## config.mk

```make
export PLATFORM = sky130hd
export DESIGN_NAME = ahb_slave_interface
export DESIGN_NICKNAME = d
export VERILOG_FILES = /design/src/rtl/ahb_apb_pkg.sv /design/src/rtl/apb_addr_decoder.sv /design/src/rtl/ahb_slave_interface.sv
export SDC_FILE = /design/constraint.sdc
export NUM_CORES = 1
export LEC_CHECK = 0
export BUFFER_PORTS_ARGS = -buffer_cell sky130_fd_sc_hd__buf_2
export CAP_MARGIN = 0
export CORE_MARGIN = 2
export CORE_UTILIZATION = 51
export CTS_BUF_LIST = sky130_fd_sc_hd__clkbuf_8
export DETAILED_ROUTE_END_ITERATION = 10
export GPL_ROUTABILITY_DRIVEN = 0
export PLACE_DENSITY = 0.87
export REMOVE_ABC_BUFFERS = 1
export SETUP_SLACK_MARGIN = 0.02
export SYNTH_ARGS = -nofsm -noshare
export SYNTH_HDL_FRONTEND = slang
export SYNTH_HIERARCHICAL = 1
export SYNTH_SLANG_ARGS = --single-unit
```

## constraint.sdc

```tcl
create_clock -name clk -period 3.25 [get_ports clk]
set_input_delay 0.8125 -clock clk [delete_from_list [all_inputs] [get_ports clk]]
set_output_delay 0.8125 -clock clk [all_outputs]
set_load 0.05 [all_outputs]
```

## src/rtl/ahb_apb_pkg.sv

```systemverilog
// rtl/ahb_apb_pkg.sv - shared AHB/APB bridge encodings, response states and default slave map
package ahb_apb_pkg;

    typedef enum logic [1:0] {
        HTRANS_IDLE   = 2'b00,
        HTRANS_BUSY   = 2'b01,
        HTRANS_NONSEQ = 2'b10,
        HTRANS_SEQ    = 2'b11
    } htrans_e;

    typedef enum logic [1:0] {
        HRESP_OKAY  = 2'b00,
        HRESP_ERROR = 2'b01
    } hresp_e;

    typedef enum logic [1:0] {
        RS_OKAY = 2'b00,
        RS_ERR1 = 2'b01,
        RS_ERR2 = 2'b10
    } rstate_e;

    localparam logic [31:0] S0_BASE_DEF     = 32'h8000_0000;
    localparam logic [31:0] S1_BASE_DEF     = 32'h8400_0000;
    localparam logic [31:0] S2_BASE_DEF     = 32'h8800_0000;
    localparam int          REGION_BITS_DEF = 26;

endpackage

```

## src/rtl/apb_addr_decoder.sv

```systemverilog
// rtl/apb_addr_decoder.sv - one-hot APB slave select from the upper address bits
module apb_addr_decoder
    import ahb_apb_pkg::*;
#(
    parameter logic [31:0] S0_BASE     = S0_BASE_DEF,
    parameter logic [31:0] S1_BASE     = S1_BASE_DEF,
    parameter logic [31:0] S2_BASE     = S2_BASE_DEF,
    parameter int          REGION_BITS = REGION_BITS_DEF
) (
    input  logic [31-REGION_BITS:0] Haddr_region,
    output logic [2:0]              tempselx
);

    always_comb begin
        tempselx = 3'b000;
        // Priority order only matters if the bases are misconfigured to overlap
        if (Haddr_region == S0_BASE[31:REGION_BITS])
            tempselx = 3'b001;
        else if (Haddr_region == S1_BASE[31:REGION_BITS])
            tempselx = 3'b010;
        else if (Haddr_region == S2_BASE[31:REGION_BITS])
            tempselx = 3'b100;
    end

endmodule

```

## src/rtl/ahb_slave_interface.sv

```systemverilog
// rtl/ahb_slave_interface.sv - AHB front end: transfer qualification, pipeline and ERROR response
module ahb_slave_interface
    import ahb_apb_pkg::*;
#(
    parameter logic [31:0] S0_BASE     = S0_BASE_DEF,
    parameter logic [31:0] S1_BASE     = S1_BASE_DEF,
    parameter logic [31:0] S2_BASE     = S2_BASE_DEF,
    parameter int          REGION_BITS = REGION_BITS_DEF
) (
    input  logic        clk,
    input  logic        rst,
    input  logic        Hwrite,
    input  logic        Hreadyin,
    input  logic [1:0]  Htrans,
    input  logic [2:0]  Hsize,
    input  logic [31:0] Haddr,
    input  logic [31:0] Hwdata,
    input  logic [31:0] Prdata,
    input  logic        Hreadyout_apb,
    output logic        valid,
    output logic [31:0] Haddr1,
    output logic [31:0] Haddr2,
    output logic [31:0] Hwdata1,
    output logic [31:0] Hwdata2,
    output logic        Hwritereg,
    output logic [2:0]  tempselx,
    output logic [31:0] Hrdata,
    output logic [1:0]  Hresp,
    output logic        Hreadyout
);

    logic [31:0] r_haddr1, r_haddr2, r_hwdata1, r_hwdata2;
    logic        r_hwritereg;
    rstate_e     r_rstate, w_rstate_next;
    logic        w_act, w_illegal;

    apb_addr_decoder #(
        .S0_BASE     (S0_BASE),
        .S1_BASE     (S1_BASE),
        .S2_BASE     (S2_BASE),
        .REGION_BITS (REGION_BITS)
    ) u_decoder (
        .Haddr_region (Haddr[31:REGION_BITS]),
        .tempselx     (tempselx)
    );

    assign w_act     = Hreadyin & ((Htrans == HTRANS_NONSEQ) | (Htrans == HTRANS_SEQ));
    assign w_illegal = (tempselx == 3'b000)
                     | (Hsize > 3'b010)
                     | ((Hsize == 3'b001) & Haddr[0])
                     | ((Hsize == 3'b010) & (Haddr[1:0] != 2'b00));
    assign valid     = w_act & ~w_illegal & (r_rstate != RS_ERR1);

    // Errored transfers are captured too; valid stays low so the FSM ignores them
    always_ff @(posedge clk or negedge rst) begin
        if (!rst) begin
            r_haddr1    <= '0;
            r_haddr2    <= '0;
            r_hwdata1   <= '0;
            r_hwdata2   <= '0;
            r_hwritereg <= 1'b0;
        end else if (Hreadyin) begin
            r_haddr1    <= Haddr;
            r_haddr2    <= r_haddr1;
            r_hwdata1   <= Hwdata;
            r_hwdata2   <= r_hwdata1;
            r_hwritereg <= Hwrite;
        end
    end

    assign Haddr1    = r_haddr1;
    assign Haddr2    = r_haddr2;
    assign Hwdata1   = r_hwdata1;
    assign Hwdata2   = r_hwdata2;
    assign Hwritereg = r_hwritereg;

    always_ff @(posedge clk or negedge rst) begin
        if (!rst)
            r_rstate <= RS_OKAY;
        else
            r_rstate <= w_rstate_next;
    end

    always_comb begin
        w_rstate_next = r_rstate;
        Hreadyout     = Hreadyout_apb;
        Hresp         = HRESP_OKAY;
        Hrdata        = Prdata;
        case (r_rstate)
            RS_OKAY: begin
                if (w_act & w_illegal)
                    w_rstate_next = RS_ERR1;
            end
            RS_ERR1: begin
                w_rstate_next = RS_ERR2;
                Hreadyout     = 1'b0;
                Hresp         = HRESP_ERROR;
                Hrdata        = '0;
            end
            RS_ERR2: begin
                // A pending APB write may still be finishing; hold ERROR until it releases ready
                if (Hreadyout_apb)
                    w_rstate_next = RS_OKAY;
                Hresp  = HRESP_ERROR;
                Hrdata = '0;
            end
            default: w_rstate_next = RS_OKAY;
        endcase
    end

endmodule

```

==> results of run 1 <==
==> area by class of cell <==
type | instances | area, sq um
Fill cell | 760 | 3207
Sequential cell | 131 | 3278
Clock inverter | 14 | 210.2
Timing Repair Buffer | 282 | 1488
Clock buffer | 18 | 247.7
Multi-Input combinational cell | 192 | 2223
Inverter | 3 | 11.26
Tap cell | 140 | 175.2
==> state kept, by name, summed over array words and instances (netlist names) <==
| register | cells |
|---|---|
| Haddr1 | 32 |
| Hwdata1 | 32 |
| Hwritereg | 1 |
| Hwdata2 | 32 |
| r_rstate | 2 |
| Haddr2 | 32 |
==> timing repair <==
item | in CTS | in global routing
gates cloned | 0 | 0
setup buffers | 0 | 2
hold endpoints to repair | 0 | 0
setup endpoints to repair | 1 | 1
pin swaps | 1 | 6
gates resized for setup | 4 | 2
==> layer usage <==
layer	global-route usage [%]	up-vias	share of wire, %
met4	8.409	0	1.3
met3	7.770	20	7.8
met5	0	-	0
li1	-	1766	-
met1	24.34	1906	38
met2	39.84	166	52
==> cells by family (layout without fill, tap and decap cells) <==
family	after synthesis	in the layout	share of synthesized area (%)
flip-flops	131	131	58.07
multiplexers	129	129	30.98
AND/OR/NAND/NOR	47	47	5.651
buffers and inverters	22	317	2.859
AO/OA/AOI/OAI	11	11	1.485
adder cells (fa/ha/maj)	4	4	0.8866
other	1	1	0.06643
==> worst paths after layout <==
kind	cells after the start	end	slack (ns)
setup / recovery	7	valid	0.04
hold / removal	1	Hwdata1[12]	0.39
setup reg to reg	5	r_rstate[1]	1.87
hold reg to reg	1	Haddr2[25]	0.51
max in group asynchronous	2	Haddr2[9]	2.07
min in group clk	1	Haddr2[25]	0.51
==> stage by stage <==
step | hold slack (ns) | cell area (sq um) | setup WS [ns] | utilization (%)
after floorplan | 0.5169 | 5495 | -1.538 | -
after global placement | 0.4851 | 7128 | 0.006285 | 65.75
after detailed placement | 0.4890 | 7128 | -0.03706 | 65.75
after CTS | 0.3733 | 7606 | 0.04720 | 70.16
after global routing | 0.4071 | 7634 | -0.03331 | 70.42
final | 0.3861 | 7634 | 0.03553 | 70.42
==> placed cells by master (no fill, tap or decap), types with 2 or more instances in the layout <==
master	count
sky130_fd_sc_hd__inv_1	4
sky130_fd_sc_hd__and2b_2	2
sky130_fd_sc_hd__mux2_4	79
sky130_fd_sc_hd__clkinv_2	3
sky130_fd_sc_hd__nor3_1	2
sky130_fd_sc_hd__dfrtp_1	131
sky130_fd_sc_hd__buf_6	3
sky130_fd_sc_hd__clkinv_4	2
sky130_fd_sc_hd__nor3b_4	2
sky130_fd_sc_hd__bufinv_16	5
sky130_fd_sc_hd__buf_12	2
sky130_fd_sc_hd__buf_4	11
sky130_fd_sc_hd__nand3_1	2
sky130_fd_sc_hd__o21ai_0	2
sky130_fd_sc_hd__ha_1	4
sky130_fd_sc_hd__o211ai_1	3
sky130_fd_sc_hd__clkbuf_8	18
sky130_fd_sc_hd__nor2b_1	33
sky130_fd_sc_hd__mux2_2	50
sky130_fd_sc_hd__o2111ai_1	2
sky130_fd_sc_hd__buf_2	266
sky130_fd_sc_hd__clkinvlp_4	2
==> power by group <==
group          switching, uW  leakage (uW)  internal [uW]  total [uW]
clock                    643      0.000230            931        1570
combinational           1960       0.00221            688        2650
sequential               148       0.00154           1840        1990
total                   2760       0.00398           3460        6220
==> results.ini, run 1 <==
[outcome]
outcome=completed

[clocking]
h-tree-depth=4
cts_made_buffers=17
cts_hold_buffers=0
clk_path_buf_depth=2
clk_latency_ns=0.44
cts_tree=done
cts.root.buffer_cell=sky130_fd_sc_hd__clkbuf_8
clkTransAtPathRegs_ns=0.07
tritoncts_num_sinks=131

[finish]
antenna_cells_inserted=0
syn2layout_area_growth_pct=35.22
final-instance-count-excl-fill=780
final_layout_net_count=737
layout_cell_share_with_drive_strength_beyond_1_pct=70.47

[setup_path]
crit_type=in2out
setup.worst_path.start_class=primary input
cp.required_ns=2.44
worst_path_dominant_cell_family=simple AND/OR/NAND/NOR gates
rr_startpoint=r_rstate[1]
largest_driver_fanout_on_the_critical_path=3
max_stage_delay_ns=0.58
setup.worst_path.start=Haddr[28]
worstPathBufferInverterCount=2
crit_slowest_cell=sky130_fd_sc_hd__or4b_4
worstPathCellList=buf_6 > or4b_4 > nor3b_4 > or3_4 > o211ai_1 > nor3_1 > buf_4
critPathArrivalTime_ns=2.40
worst_setup_path_end_kind=primary output

[logic_synthesis]
syn_area_per_cell_sq_um=16.36
synthArstFlopShare_pct=100.0
mappedNetlistArea_sq_mm=0.005645
synth.distinct_cells=27
synthFlopType=sky130_fd_sc_hd__dfrtp_1
synthesis.instances=345
netlist_top_cells_count=131 x sky130_fd_sc_hd__dfrtp_1, 79 x sky130_fd_sc_hd__mux2_4, 50 x sky130_fd_sc_hd__mux2_2, 33 x sky130_fd_sc_hd__nor2b_1, 9 x sky130_fd_sc_hd__buf_6
synth_most_common_cell=sky130_fd_sc_hd__dfrtp_1
yosys.area.top_type_share_pct=58.07
synth.largest_area_cell=sky130_fd_sc_hd__dfrtp_1
synth-edff-count=0
synthesized_flop_and_latch_total=131
synthTopCellsByArea=sky130_fd_sc_hd__dfrtp_1 58%, sky130_fd_sc_hd__mux2_4 21%, sky130_fd_sc_hd__mux2_2 10%
synth-warning-count=6
portion_of_the_post_synthesis_area_used_by_sequential_elements_pct=58.07

[placed_design]
buffer_ports.inserted=271
placed_cells_incl_taps=746
post_detail_place_hpwl_microns=9698

[sta]
timing.fmax_mhz=311.1
finalWorstPathRequiredPeriod_ns=3.214
fin_worst_skew_ns=0.01192
fin_crit_sh_pct=98.91
worstMarginPinSlew_ns=0.8787
setup-tns-final_ns=0
grt_setup_unrepaired=yes
report.final.slew_viol_count=0
timing.final.hold_violations=0
setup_violations=0
slew_headroom_pct=41.42

[die]
start_util_pct=52.08
rows=38
floorplan.die.height_microns=109.2
chipWidth_microns=109.2
floorplan.io_pins=274
design.core.area_sq_mm=0.01084
area_enclosed_by_the_die_boundary_sq_mm=0.01193

[pwr]
maximum_resistive_drop_on_vdd_uv=1069
design_power_total_uw=6217
p_per_area_mw_per_mm2=814.4
power.leakage_uw=0.003977

[hold_path]
hold_path_class=in2async

[grt]
first_global_vias=4024
grt_pass1_wl_microns=20020
antenna_found_initial=0
groute.usage.overall_pct=22.31
largest_net_degree_at_the_start_of_global_routing=132
globalRoute.totalOverflow=0

[route]
viasPerCell=4.946
drt_first_pass_iters=4
routed_wl_microns=13550
initialDrtViolationCount=188
vias=3858
antenna_left=0
wire_per_inst_microns=17.37
drcViolationCount=0

[flow_run]
max_cap_viol_count=0

Power figures use the tool's default switching activity.
==> run 2: changes to the inputs <==
--- a/config.mk
+++ b/config.mk
@@ -12,10 +12,9 @@
 export CTS_BUF_LIST = sky130_fd_sc_hd__clkbuf_8
 export DETAILED_ROUTE_END_ITERATION = 10
 export GPL_ROUTABILITY_DRIVEN = 0
-export PLACE_DENSITY = 0.87
+export PLACE_DENSITY = 0.88
 export REMOVE_ABC_BUFFERS = 1
 export SETUP_SLACK_MARGIN = 0.02
 export SYNTH_ARGS = -nofsm -noshare
 export SYNTH_HDL_FRONTEND = slang
-export SYNTH_HIERARCHICAL = 1
 export SYNTH_SLANG_ARGS = --single-unit
==> results.ini, run 2 <==
[clocking]
post-cts-setup-buffer-count=0  ; unchanged
post_cts_resized=0  ; -4
cts_tree=done
clkTransAtPathRegs_ns=0.07  ; about the same
h-tree-depth=4  ; unchanged
cts.root.buffer_cell=sky130_fd_sc_hd__clkbuf_8
cts_made_buffers=17  ; unchanged
clk_path_buf_depth=2  ; unchanged
tritoncts_num_sinks=131  ; unchanged
clk_latency_ns=0.44  ; about the same
cts_hold_buffers=0  ; unchanged

[grt]
antenna_found_initial=0  ; unchanged
globalRoute.totalOverflow=0  ; unchanged
largest_net_degree_at_the_start_of_global_routing=132  ; unchanged
first_global_vias=4014  ; -0.25%
groute.usage.overall_pct=22.29  ; about the same
grt_pass1_wl_microns=19380  ; -3.2%

[logic_synthesis]
syn_area_per_cell_sq_um=15.58  ; -4.8%
synthTopCellsByArea=sky130_fd_sc_hd__dfrtp_1 61%, sky130_fd_sc_hd__mux2_1 16%, sky130_fd_sc_hd__mux2_2 11%
synthFlopType=sky130_fd_sc_hd__dfrtp_1
synthArstFlopShare_pct=100.0  ; unchanged
synth.distinct_cells=25  ; -7.4%
synth.largest_area_cell=sky130_fd_sc_hd__dfrtp_1
synth_most_common_cell=sky130_fd_sc_hd__dfrtp_1
portion_of_the_post_synthesis_area_used_by_sequential_elements_pct=60.99  ; +2.9 points
netlist_top_cells_count=131 x sky130_fd_sc_hd__dfrtp_1, 78 x sky130_fd_sc_hd__mux2_1, 51 x sky130_fd_sc_hd__mux2_2, 35 x sky130_fd_sc_hd__nor2b_1, 9 x sky130_fd_sc_hd__buf_6
synthesis.instances=345  ; unchanged
synthesized_flop_and_latch_total=131  ; unchanged
synth-warning-count=0  ; -6
synth-edff-count=0  ; unchanged
yosys.area.top_type_share_pct=60.99  ; +2.9 points
mappedNetlistArea_sq_mm=0.005375  ; -4.8%

[route]
wl_met2_microns=6720  ; -5.4%
routed_wl_microns=12480  ; -7.9%
wire_per_inst_microns=16.25  ; -6.5%
initialDrtViolationCount=177  ; -5.9%
wl_met1_microns=4644  ; -11%
viasPerCell=5.012  ; +1.3%
met3_wirelength_microns=951  ; -10%
routed.top_layer=met4
drcViolationCount=0  ; unchanged
antenna_left=0  ; unchanged
drt_first_pass_iters=4  ; unchanged
vias=3849  ; -0.23%

[setup_path]
max_stage_delay_ns=0.36  ; -0.22 ns
worstPathBufferInverterCount=2  ; unchanged
crit_slowest_cell=sky130_fd_sc_hd__nor4b_2
critPathArrivalTime_ns=1.98  ; -0.42 ns
largest_driver_fanout_on_the_critical_path=3  ; unchanged
crit_path_frequent_cell=sky130_fd_sc_hd__buf_2
ff2ff_setup_slack_ns=1.82  ; -0.05 ns
worstPathCellList=buf_2 > nor4b_2 > o211a_1 > nor3b_2 > buf_2
crit_type=in2out
cp.required_ns=2.44  ; about the same
worst_setup_path_end_kind=primary output
setup.worst_path.start_class=primary input
worst_path_dominant_cell_family=simple AND/OR/NAND/NOR gates

[placed_design]
post_detail_place_hpwl_microns=9382  ; -3.3%
buffer_ports.inserted=271  ; unchanged
pre_cts_ws_ns=0.4581  ; +0.4952 ns
placed_cells_incl_taps=736  ; -1.3%

[sta]
worstMarginPinSlew_ns=0.7448  ; -0.1339 ns
fin_hold_ws_ns=0.3972  ; +0.01118 ns
timing.final.hold_violations=0  ; unchanged
layout_setup_ws_ns=0.4542  ; +0.4187 ns
setup_violations=0  ; unchanged
setup-tns-final_ns=0  ; unchanged
grt_setup_unrepaired=no
finalWorstPathRequiredPeriod_ns=2.796  ; -0.4187 ns
fin_crit_sh_pct=86.02  ; -13 points
slew_headroom_pct=50.35  ; +8.9 points
fin_worst_skew_ns=0.007110  ; -0.004814 ns
report.final.slew_viol_count=0  ; unchanged
timing.fmax_mhz=357.7  ; +15%

[hold_path]
hold_path_class=in2async

[finish]
layout_cell_share_with_drive_strength_beyond_1_pct=57.75  ; -13 points
syn2layout_area_growth_pct=35.29  ; about the same
most_common_cell_after_layout_fill_and_taps_aside=sky130_fd_sc_hd__buf_2
layout.core_utilization_pct=70.76  ; +0.34 points
final_layout_net_count=729  ; -1.1%
final-instance-count-excl-fill=768  ; -1.5%
layout_common_cells=269 x sky130_fd_sc_hd__buf_2, 131 x sky130_fd_sc_hd__dfrtp_1, 78 x sky130_fd_sc_hd__mux2_1
antenna_cells_inserted=0  ; unchanged

[die]
floorplan.io_pins=274  ; unchanged
rows=37  ; -2.6%
start_util_pct=52.30  ; +0.22 points
area_enclosed_by_the_die_boundary_sq_mm=0.01138  ; -4.6%
floorplan.die.height_microns=106.7  ; -2.3%
chipWidth_microns=106.7  ; -2.3%
design.core.area_sq_mm=0.01028  ; -5.2%

[pwr]
cell_internal_pwr_uw=3393  ; -2.0%
p_seq_share_pct=31.9  ; about the same
comb_power_share_pct=42.5  ; -0.2 points
maximum_resistive_drop_on_vdd_uv=956.6  ; -11%
p_per_area_mw_per_mm2=847.6  ; +4.1%
power.leakage_uw=0.003599  ; -9.5%
switching_power_uw=2771  ; +0.58%
clock_network_fraction_of_total_power_pct=25.5  ; +0.2 points
switching_share_pct=44.96  ; +0.64 points

[outcome]
outcome=completed

[flow_run]
max_cap_viol_count=0  ; unchanged

==> run 2: power by group through the flow <==
| stage | Combinational, uW | Sequential, uW | Clock (uW) |
|---|---|---|---|
| 2_1_floorplan | 1240 | 2700 | 0 |
| 3_3_place_gp | 2590 | 1980 | 0 |
| 3_5_place_dp | 2630 | 2000 | 0 |
| 4_1_cts | 2640 | 1970 | 1610 |
| 5_1_grt | 2740 | 2000 | 1690 |
| 6_report | 2620 | 1970 | 1570 |
==> run 2: path summary, 6_finish.rpt <==
path | endpoint | startpoint | depth (start not counted)
setup reg to reg | r_rstate[0] | r_rstate[0] | 5
hold / removal | Haddr1[20] | rst | 1
hold reg to reg | Hwdata2[5] | Hwdata2[5] | 1
max in group asynchronous | Haddr1[11] | rst | 2
min in group clk | Hwdata2[5] | Hwdata2[5] | 1
setup / recovery | valid | Haddr[29] | 5
==> run 2: area by class of cell <==
type | instances | area, sq um
repair buffers | 274 | 1409
fillers | 730 | 3005
well taps | 136 | 170.2
clock inverters | 13 | 206.4
inverters | 2 | 7.507
multi-input cells | 193 | 1939
flip-flops and latches | 131 | 3278
clock buffers | 19 | 261.5
==> run 2: per-stage QoR <==
stage	area (sq um)	total power (uW)
after detailed placement	6804	4633
after CTS	7272	6215
after global routing	7272	6425
final	7272	6164
after global placement	6804	4571
after floorplan	5225	3938
==> run 2: cell families after synthesis <==
kind of cell | count (synthesis) | share of synthesized area [%]
compound gates | 9 | 1.536
simple gates | 50 | 6.518
flops | 131 | 60.99
mux | 129 | 27.03
buf+inv | 21 | 2.933
fa+ha+maj | 4 | 0.9311
other cells | 1 | 0.06977
==> run 2: routing by layer <==
metal	vias up	GRT usage [%]
met2	186	40.72
li1	1756	-
met4	0	7.885
met5	-	0
met1	1894	24.42
met3	13	6.809
